$ cat config.mk
export PLATFORM = sky130hd
export DESIGN_NAME = projective_pixel_writer
export DESIGN_NICKNAME = d
export VERILOG_FILES = /design/src/rtl/projective_pixel_writer_pkg.sv /design/src/rtl/projective_pixel_writer_fifo.sv /design/src/rtl/projective_pixel_writer.sv
export SDC_FILE = /design/constraint.sdc
export NUM_CORES = 1
export LEC_CHECK = 0
export BUFFER_PORTS_ARGS = -buffer_cell sky130_fd_sc_hd__buf_4
export CAP_MARGIN = 20
export CORE_MARGIN = 4
export CORE_UTILIZATION = 40
export DETAILED_ROUTE_END_ITERATION = 6
export PLACE_DENSITY_LB_ADDON = 0.1
export SLEW_MARGIN = 20
export SYNTH_ARGS = -nofsm -noshare
export SYNTH_HDL_FRONTEND = slang
export SYNTH_HIERARCHICAL = 1
export SYNTH_SLANG_ARGS = --single-unit
$ cat constraint.sdc
create_clock -name clk -period 8.99 [get_ports clk]
set_clock_uncertainty 0.1 [all_clocks]
set_input_delay 0.4495 -clock clk [delete_from_list [all_inputs] [get_ports clk]]
set_output_delay 0.4495 -clock clk [all_outputs]
set_load 0.01 [all_outputs]
$ cat src/rtl/projective_pixel_writer_pkg.sv
// Shared constants, the queued write-word record and the drain FSM states.
package projective_pixel_writer_pkg;

   localparam int FRAME_W        = 640;
   localparam int FRAME_H        = 480;
   localparam int WORDS_PER_LINE = 320;
   localparam int PIXEL_W        = 18;
   localparam int ADDR_W         = 19;
   localparam int DATA_W         = 2 * PIXEL_W;
   localparam int BE_W           = 2;

   // One ZBT write: {bank, line offset}, {odd pixel, even pixel}, half-word enables.
   typedef struct packed {
      logic [ADDR_W-1:0] addr;
      logic [DATA_W-1:0] data;
      logic [BE_W-1:0]   be;
   } word_t;

   localparam int WORD_W = $bits(word_t);

   typedef enum logic {
      ST_WRITE,
      ST_DRAIN
   } state_t;

endpackage

$ cat src/rtl/projective_pixel_writer_fifo.sv
// Synchronous write-word queue; head is visible combinationally on rd_data.
module pixel_write_fifo
   import projective_pixel_writer_pkg::*;
#(
   parameter int DEPTH = 8,
   parameter int WIDTH = WORD_W
) (
   input  logic                   clk,
   input  logic                   reset_n,
   input  logic                   push,
   input  logic [WIDTH-1:0]       wr_data,
   input  logic                   pop,
   output logic [WIDTH-1:0]       rd_data,
   output logic                   full,
   output logic                   empty,
   output logic [$clog2(DEPTH):0] count
);

   localparam int AW = $clog2(DEPTH);

   logic [WIDTH-1:0] store [DEPTH];
   logic [AW-1:0]    wr_ptr;
   logic [AW-1:0]    rd_ptr;
   logic             wr_en;
   logic             rd_en;

   assign full    = (count == (AW+1)'(DEPTH));
   assign empty   = (count == '0);
   assign rd_en   = pop && !empty;
   // A full queue still takes a word when the head leaves in the same cycle.
   assign wr_en   = push && (!full || rd_en);
   assign rd_data = store[rd_ptr];

   // Pointer and occupancy bookkeeping.
   always_ff @(posedge clk or negedge reset_n) begin
      if (!reset_n) begin
         wr_ptr <= '0;
         rd_ptr <= '0;
         count  <= '0;
      end else begin
         if (wr_en) wr_ptr <= wr_ptr + 1'b1;
         if (rd_en) rd_ptr <= rd_ptr + 1'b1;
         case ({wr_en, rd_en})
            2'b10:   count <= count + 1'b1;
            2'b01:   count <= count - 1'b1;
            default: count <= count;
         endcase
      end
   end

   // Word storage; contents are meaningless while the queue is empty.
   always_ff @(posedge clk) begin
      if (wr_en) store[wr_ptr] <= wr_data;
   end

endmodule

$ cat src/rtl/projective_pixel_writer.sv
// Pairs addressed pixels into 36-bit ZBT words, queues them for the SRAM
// write port and swaps display/write banks once a frame has drained.
module projective_pixel_writer #(
   parameter int FIFO_DEPTH = 8,
   parameter int FRAME_W    = projective_pixel_writer_pkg::FRAME_W,
   parameter int FRAME_H    = projective_pixel_writer_pkg::FRAME_H
) (
   input  logic        clk,
   input  logic        reset_n,
   input  logic        frame_flag,
   input  logic        pixel_flag,
   input  logic [17:0] pixel_in,
   input  logic [9:0]  pixel_x,
   input  logic [8:0]  pixel_y,
   output logic        mem_we,
   output logic [18:0] mem_addr,
   output logic [35:0] mem_data,
   output logic [1:0]  mem_be,
   input  logic        mem_ready,
   output logic        display_bank,
   output logic        frame_done,
   output logic        overflow,
   output logic        oob_drop
);

   import projective_pixel_writer_pkg::*;

   localparam int         CNT_W   = $clog2(FIFO_DEPTH) + 1;
   localparam logic [9:0] X_LIMIT = 10'(FRAME_W);
   localparam logic [8:0] Y_LIMIT = 9'(FRAME_H);

   // y*320 built from two shifts so no multiplier is inferred.
   function automatic logic [ADDR_W-1:0] word_addr(input logic       bank,
                                                   input logic [8:0] y,
                                                   input logic [9:0] x);
      logic [17:0] row_base;
      row_base = {1'b0, y, 8'b0} + {3'b0, y, 6'b0};
      return {bank, row_base + {9'b0, x[9:1]}};
   endfunction

   logic               hold_vld;
   logic               hold_bank;
   logic [9:0]         hold_x;
   logic [8:0]         hold_y;
   logic [PIXEL_W-1:0] hold_pix;

   logic       in_range;
   logic       pix_ok;
   logic       pair_hit;
   logic       flush;
   logic       push;
   logic       push_acc;
   logic       pop;
   logic       drop;
   logic       load_hold;
   word_t      push_word;
   word_t      head_word;
   logic       fifo_full;
   logic       fifo_empty;
   logic [CNT_W-1:0] fifo_count;
   logic [CNT_W-1:0] stale_cnt;
   logic [CNT_W-1:0] stale_nxt;
   logic [CNT_W-1:0] stale_load;

   state_t state;
   state_t state_nxt;
   logic   write_bank;
   logic   wbank_nxt;
   logic   disp_nxt;
   logic   done_nxt;

   // Pairing decision and construction of the (single) word enqueued this cycle.
   always_comb begin
      in_range  = (pixel_x < X_LIMIT) && (pixel_y < Y_LIMIT);
      pix_ok    = pixel_flag && in_range;
      // A frame boundary never pairs: the held pixel belongs to the old bank.
      pair_hit  = pix_ok && !frame_flag && hold_vld &&
                  (pixel_y == hold_y) && (pixel_x[9:1] == hold_x[9:1]) &&
                  (pixel_x[0] != hold_x[0]);
      flush     = hold_vld && !pair_hit && (frame_flag || pix_ok);
      push      = pair_hit || flush;
      load_hold = pix_ok && !pair_hit;

      push_word      = '0;
      push_word.addr = word_addr(hold_bank, hold_y, hold_x);
      if (pair_hit) begin
         push_word.data = pixel_x[0] ? {pixel_in, hold_pix} : {hold_pix, pixel_in};
         push_word.be   = 2'b11;
      end else if (hold_x[0]) begin
         push_word.data = {hold_pix, {PIXEL_W{1'b0}}};
         push_word.be   = 2'b10;
      end else begin
         push_word.data = {{PIXEL_W{1'b0}}, hold_pix};
         push_word.be   = 2'b01;
      end
   end

   assign pop        = !fifo_empty && mem_ready;
   assign push_acc   = push && (!fifo_full || pop);
   assign drop       = push && fifo_full && !pop;
   // Words belonging to the closing frame: what stays queued after this edge.
   assign stale_load = fifo_count + CNT_W'(push_acc) - CNT_W'(pop);

   pixel_write_fifo #(
      .DEPTH (FIFO_DEPTH),
      .WIDTH (WORD_W)
   ) u_fifo (
      .clk     (clk),
      .reset_n (reset_n),
      .push    (push_acc),
      .wr_data (push_word),
      .pop     (pop),
      .rd_data (head_word),
      .full    (fifo_full),
      .empty   (fifo_empty),
      .count   (fifo_count)
   );

   assign mem_we   = !fifo_empty;
   assign mem_addr = fifo_empty ? '0 : head_word.addr;
   assign mem_data = fifo_empty ? '0 : head_word.data;
   assign mem_be   = fifo_empty ? '0 : head_word.be;

   // Drain FSM: bank swap on frame_flag, display update once old words are gone.
   always_comb begin
      state_nxt = state;
      stale_nxt = stale_cnt;
      wbank_nxt = write_bank;
      disp_nxt  = display_bank;
      done_nxt  = 1'b0;
      if (frame_flag) begin
         wbank_nxt = ~write_bank;
         if (stale_load == '0) begin
            state_nxt = ST_WRITE;
            stale_nxt = '0;
            disp_nxt  = write_bank;
            done_nxt  = 1'b1;
         end else begin
            state_nxt = ST_DRAIN;
            stale_nxt = stale_load;
         end
      end else if ((state == ST_DRAIN) && pop) begin
         if (stale_cnt == CNT_W'(1)) begin
            state_nxt = ST_WRITE;
            stale_nxt = '0;
            disp_nxt  = ~write_bank;
            done_nxt  = 1'b1;
         end else begin
            stale_nxt = stale_cnt - 1'b1;
         end
      end
   end

   // Control state: FSM, banks, hold occupancy and status flags.
   always_ff @(posedge clk or negedge reset_n) begin
      if (!reset_n) begin
         state        <= ST_WRITE;
         stale_cnt    <= '0;
         write_bank   <= 1'b0;
         display_bank <= 1'b1;
         frame_done   <= 1'b0;
         overflow     <= 1'b0;
         oob_drop     <= 1'b0;
         hold_vld     <= 1'b0;
      end else begin
         state        <= state_nxt;
         stale_cnt    <= stale_nxt;
         write_bank   <= wbank_nxt;
         display_bank <= disp_nxt;
         frame_done   <= done_nxt;
         oob_drop     <= pixel_flag && !in_range;
         if (drop)            overflow <= 1'b1;
         else if (frame_flag) overflow <= 1'b0;
         if (load_hold)                   hold_vld <= 1'b1;
         else if (frame_flag || pair_hit) hold_vld <= 1'b0;
      end
   end

   // Hold register payload; only meaningful while hold_vld is set.
   always_ff @(posedge clk) begin
      if (load_hold) begin
         hold_x    <= pixel_x;
         hold_y    <= pixel_y;
         hold_pix  <= pixel_in;
         hold_bank <= frame_flag ? ~write_bank : write_bank;
      end
   end

endmodule
-- After elaboration in Yosys (flattened, before gate mapping)
Memories as Yosys holds them, arrays and structs flattened.
Cells that the tools add are included.
- bits in registers: 59
- memory bits (writable): 456
- input bits: 42
- output and inout bits: 62
- word-level logic and storage cells: 104
- memories kept: 1
- add/subtract/negate cells: 9
- $lt $le $gt $ge: 2
- equal/unequal tests: 8
- muxes and demuxes: 30
- bitwise gates (word level): 1
- reduce and logical (&&, ||, !) cells: 38
- memory list (memory ; words ; width ; rd ports ; clocked after memory_dff ; write ports ; RTL line ; source):
    u_fifo.store ; 8 ; 57 ; 1 ; 0 ; 1 ; projective_pixel_writer_fifo.sv:21 ; logic [WIDTH-1:0] store [DEPTH];
- operators with widths (cell ; count):
    38-bit 2-to-1 mux ; 2
    36-bit 2-to-1 mux ; 2
    1-bit 2-to-1 mux ; 19
    19-bit 2-to-1 mux ; 1
    17-bit by 15-bit adder with 18-bit output ; 1
    18-bit by 9-bit adder with 18-bit output ; 1
    9-bit == test ; 2
    1-bit logical AND ; 18
    4-bit 2-to-1 mux ; 4
    10-bit < comparator, second input constant ; 1
    2-bit nonzero test ; 5
    9-bit < comparator, second input constant ; 1
    4-bit logical NOT ; 2
    4-bit case mux with 2 select lines ; 1
    4-bit by 1-bit subtractor with 4-bit output, second input constant ; 2
    3-bit by 1-bit adder with 3-bit output, second input constant ; 2
    1-bit logical NOT ; 6
    1-bit logical OR ; 5
    4-bit by 1-bit adder with 4-bit output ; 1
    4-bit by 1-bit adder with 4-bit output, second input constant ; 1
    4-bit by 1-bit == test with 1-bit output, second input constant ; 1
    4-bit == test, second input constant ; 1
    4-bit by 1-bit subtractor with 4-bit output ; 1
    3-bit AND reduction ; 1
    other kinds (7) ; 7

-- Logic depth before layout (Yosys ltp)
- depth after elaboration: 18
- depth in mapped cells: 15
- mapped depth without buffers: 14

-- Hierarchy
Netlist, hierarchy kept.
- by module, submodules not included (module ; instances ; cells each ; area an instance (um^2) ; sequential area each (um^2)):
    pixel_write_fifo ; 1 ; 728 ; 18011.0 ; 13943.4
    projective_pixel_writer ; 1 ; 383 ; 4060.1 ; 1417.6

-- Least setup slack after synthesis
Ideal clock, no wire load.
- path kind: register to register
- from: register u_fifo.count[1]
- to: memory u_fifo/store[0][0] (netlist name), enable pin
- library setup time: 612 ps
- arrival time: 6957 ps
- required time: 8278 ps
- path slack: 1321 ps
- stages on the path, launching flop included: 10
- buffers on the path: 2
- clock period less this slack: 7669 ps
- cell sequence: dfrtp_1 -> or3_1 -> buf_2 -> nor2_1 -> inv_2 -> nand2_1 -> a21oi_1 -> buf_2 -> o21ai_2 -> nor4_1
- cells in the longest elaborated chain, start to end: 8
- elaborated cells on any way between the ends: 12
- those cells by class: 1 x eq/ne; 2 x mux; 9 x reduce/logical
- ends and longest elaborated chain (what ; RTL line ; source):
    start: declaration ; projective_pixel_writer_fifo.sv:16 ; output logic [$clog2(DEPTH):0] count
    start signal: assignment ; projective_pixel_writer_fifo.sv:44 ; 2'b10: count <= count + 1'b1;
    start signal: assignment ; projective_pixel_writer_fifo.sv:45 ; 2'b01: count <= count - 1'b1;
    start signal: assignment ; projective_pixel_writer_fifo.sv:46 ; default: count <= count;
    4-bit logical NOT ; projective_pixel_writer_fifo.sv:28 ; assign empty = (count == '0);
    named net fifo_empty ; projective_pixel_writer.sv:59 ; logic fifo_empty;
    1-bit logical NOT ; -- ;
    named net mem_we ; projective_pixel_writer.sv:15 ; output logic mem_we,
    1-bit logical AND ; projective_pixel_writer.sv:98 ; assign pop = !fifo_empty && mem_ready;
    1-bit logical OR ; projective_pixel_writer.sv:99 ; assign push_acc = push && (!fifo_full || pop);
    1-bit logical AND ; projective_pixel_writer.sv:99 ;
    named net push_acc ; projective_pixel_writer.sv:52 ; logic push_acc;
    1-bit logical AND ; projective_pixel_writer_fifo.sv:31 ; assign wr_en = push && (!full || rd_en);
    1-bit 2-to-1 mux ; projective_pixel_writer_fifo.sv:53 ; if (wr_en) store[wr_ptr] <= wr_data;
    1-bit 2-to-1 mux (implied by the code) ; projective_pixel_writer_fifo.sv:53 ;
    end: declaration ; projective_pixel_writer_fifo.sv:21 ;
The timed path passes the listed nets, and every way through them passes these cells.

==> results.json <==
{
  "status": "complete, no violations",
  "path_clk_slew_ns": 0.06,
  "cp-start-kind": "flip-flop",
  "die_w_microns": 243,
  "drive_gt1_frac": 0.327,
  "cp.required_ns": 8.44,
  "synth-seq-area-share": 0.696,
  "layout_common_cells": "494 x edfxtp_1, 124 x buf_4, 111 x mux4_2, 57 x nor2b_1, 53 x clkbuf_16",
  "ys.flop_type": "edfxtp_1",
  "clk_path_buf_depth": 3,
  "total_leakage_power_nw": 8.59,
  "rows": 85,
  "gp_congestion": 0.736,
  "synth-seq-cells": 515,
  "synth-async-reset-ratio": 0.0408,
  "hold_path_class": "primary input to flip-flop",
  "grt_first_pass_wirelength_microns": 72500,
  "fin_crit_ns": 4.24,
  "root_buffer": "clkbuf_16",
  "area_growth_pct": 15.8,
  "crit_chain": "buf_4 > buf_4 > mux4_2 > mux2_4 > nor2b_1 > buf_4",
  "io_pins": 104,
  "path_max_fanout": 59,
  "nFillCells": 4600,
  "track_usage": 0.161,
  "drc_errors": 0,
  "fin_cells": 2004,
  "tightest_slew_ns": 1.06,
  "firstDrtPassIters": 4,
  "drv_cap": 0,
  "fmax_mhz": 236,
  "start_util": 0.407,
  "slowest_stage": "buf_4",
  "final_nets": 1340,
  "h-tree-depth": 2,
  "cts_tree": "yes",
  "coreArea_sq_um": 54200,
  "multiInputGateArea_sq_um": 6220,
  "grt_setup_unrepaired": "no",
  "ir_drop_mv": 0.186,
  "cpPeakStageDelay_ns": 0.74,
  "totalWireLength_microns": 47800,
  "final_util": 0.471,
  "postRouteAntennaNets": 0,
  "num_vias": 10700,
  "synthDistinctLibCells": 65,
  "ctsResizeCount": 0,
  "numPortBuffers": 103,
  "synth_edf_count": 494,
  "clk_latency_ns": 0.58,
  "antenna_found_initial": 2,
  "cts.hold.buffers_added": 37,
  "path_buf_inv": 3,
  "hold_violations": 0,
  "vias_per_cell": 5.34,
  "setup-tns-final_ns": 0,
  "p_per_area_nw_per_um2": 310,
  "crit_arrival_ns": 3.69,
  "dieArea_sq_um": 59000,
  "cts_buffers": 52,
  "grt_pass1_vias": 11500,
  "syn_area_per_cell_sq_um": 19.9,
  "crit_type": "flip-flop to output pin",
  "grt_max_degree": 87,
  "cp_top_family": "buffers and inverters",
  "crit_top_cell": "buf_4",
  "die_y_microns": 243,
  "worst_setup_path_end_kind": "output pin",
  "drv_slew": 0,
  "final.period_utilization": 0.472,
  "synthCells": 1111,
  "postCtsSetupRepairBufs": 0,
  "drt-wirelength-per-cell_microns": 23.9,
  "slew_headroom": 0.294,
  "area.sequential_sq_um": 15400,
  "final_common_cell": "edfxtp_1",
  "dp_hpwl_microns": 27300,
  "clock_sinks": 515,
  "synth_area_sq_um": 22100,
  "dp_cells": 1872,
  "setup_viol": 0,
  "p_total_mw": 7.91,
  "synth_nets": 1184,
  "yosys_warnings": 6,
  "grt_overflow": 0,
  "drtIter0Drc": 624
}
==> per-stage QoR <==
stage | instance area [sq um] | setup WS [ns] | hold slack [ns]
3_3_place_gp | 23600 | 4.74 | 0.263
4_1_cts | 25600 | 4.59 | 0.0112
3_5_place_dp | 23600 | 4.72 | 0.271
5_1_grt | 25600 | 4.51 | 0.0261
2_1_floorplan | 22100 | 1.32 | 0.0539
6_report | 25600 | 4.75 | 0.0579
==> routing by layer <==
| metal | GRT usage | vias to the layer above | routed length [microns] |
|---|---|---|---|
| met3 | 0.0231 | 63 | 1490 |
| met5 | 0 | - | 13 |
| met2 | 0.264 | 161 | 23200 |
| met1 | 0.229 | 5658 | 22200 |
| li1 | - | 4819 | - |
| met4 | 0.0419 | 2 | 874 |
==> final timing paths <==
check	from	to	slack (ns)	cells after the start
hold / removal	pixel_flag	oob_drop	0.06	2
min in group asynchronous	reset_n	stale_cnt[3]	0.21	2
setup / recovery	u_fifo/rd_ptr[1]	mem_data[17]	4.75	6
hold reg to reg	overflow	overflow	0.43	1
setup reg to reg	u_fifo/count[1]	u_fifo/store[4][12]	5.19	9
max in group asynchronous	reset_n	display_bank	8.30	2
==> cell families (layout without fill, tap and decap cells) <==
| group | count (synthesis) | after routing | synth area share |
|---|---|---|---|
| flip-flops | 515 | 515 | 0.696 |
| AO/OA/AOI/OAI | 88 | 88 | 0.0432 |
| XOR/XNOR | 38 | 38 | 0.0154 |
| AND/OR/NAND/NOR | 167 | 167 | 0.0451 |
| buffers and inverters | 96 | 291 | 0.0249 |
| adder cells (fa/ha/maj) | 31 | 31 | 0.0189 |
| multiplexers | 176 | 176 | 0.157 |
| other | 0 | 2 | 0 |
==> where the power goes <==
part | internal (mW) | total, mW | switching [mW]
Clock | 1.22 | 2.09 | 0.875
Combinational | 1.40 | 2.67 | 1.27
Sequential | 2.97 | 3.15 | 0.177
==> Yosys cell counts (4+ instances only) <==
library cell,number,area [sq um]
a211oi_1,4,30.0
nand2_1,18,67.6
dfrtp_1,20,500
nand3b_1,20,150
edfxtp_1,494,14800
nor2_1,10,37.5
o32ai_2,36,586
nor3_1,6,30.0
buf_2,25,125
nand3_1,29,145
mux2_4,48,721
o21ai_0,4,20.0
xnor2_1,14,123
ha_1,27,338
mux4_2,111,2500
inv_1,35,131
a21oi_1,11,55.1
buf_12,6,120
nand2b_1,6,37.5
buf_6,6,67.6
mux2_2,11,124
xor2_1,23,201
nor2b_1,57,357
o21ai_1,6,30.0
clkbuf_1,19,71.3
fa_1,4,80.1
==> flip-flops by register name (all words and copies together) (netlist names) <==
signal and flops:
display_bank 1, frame_done 1, hold_bank 1, hold_pix 18, hold_vld 1, hold_x 10, hold_y 9, oob_drop 1
overflow 1, stale_cnt 4, state 1, u_fifo/count 4, u_fifo/rd_ptr 3, u_fifo/store 456, u_fifo/wr_ptr 3, write_bank 1
==> cell type report <==
type | instances | share of cell area
Sequential cell | 515 | 0.601
Timing Repair Buffer | 162 | 0.0517
Antenna cell | 2 | 0.000196
Inverter | 36 | 0.00529
Tap cell | 696 | 0.0341
Clock buffer | 65 | 0.0537
Multi-Input combinational cell | 500 | 0.243
Clock inverter | 28 | 0.0102
Note: power is estimated with default switching activity, not from simulation.
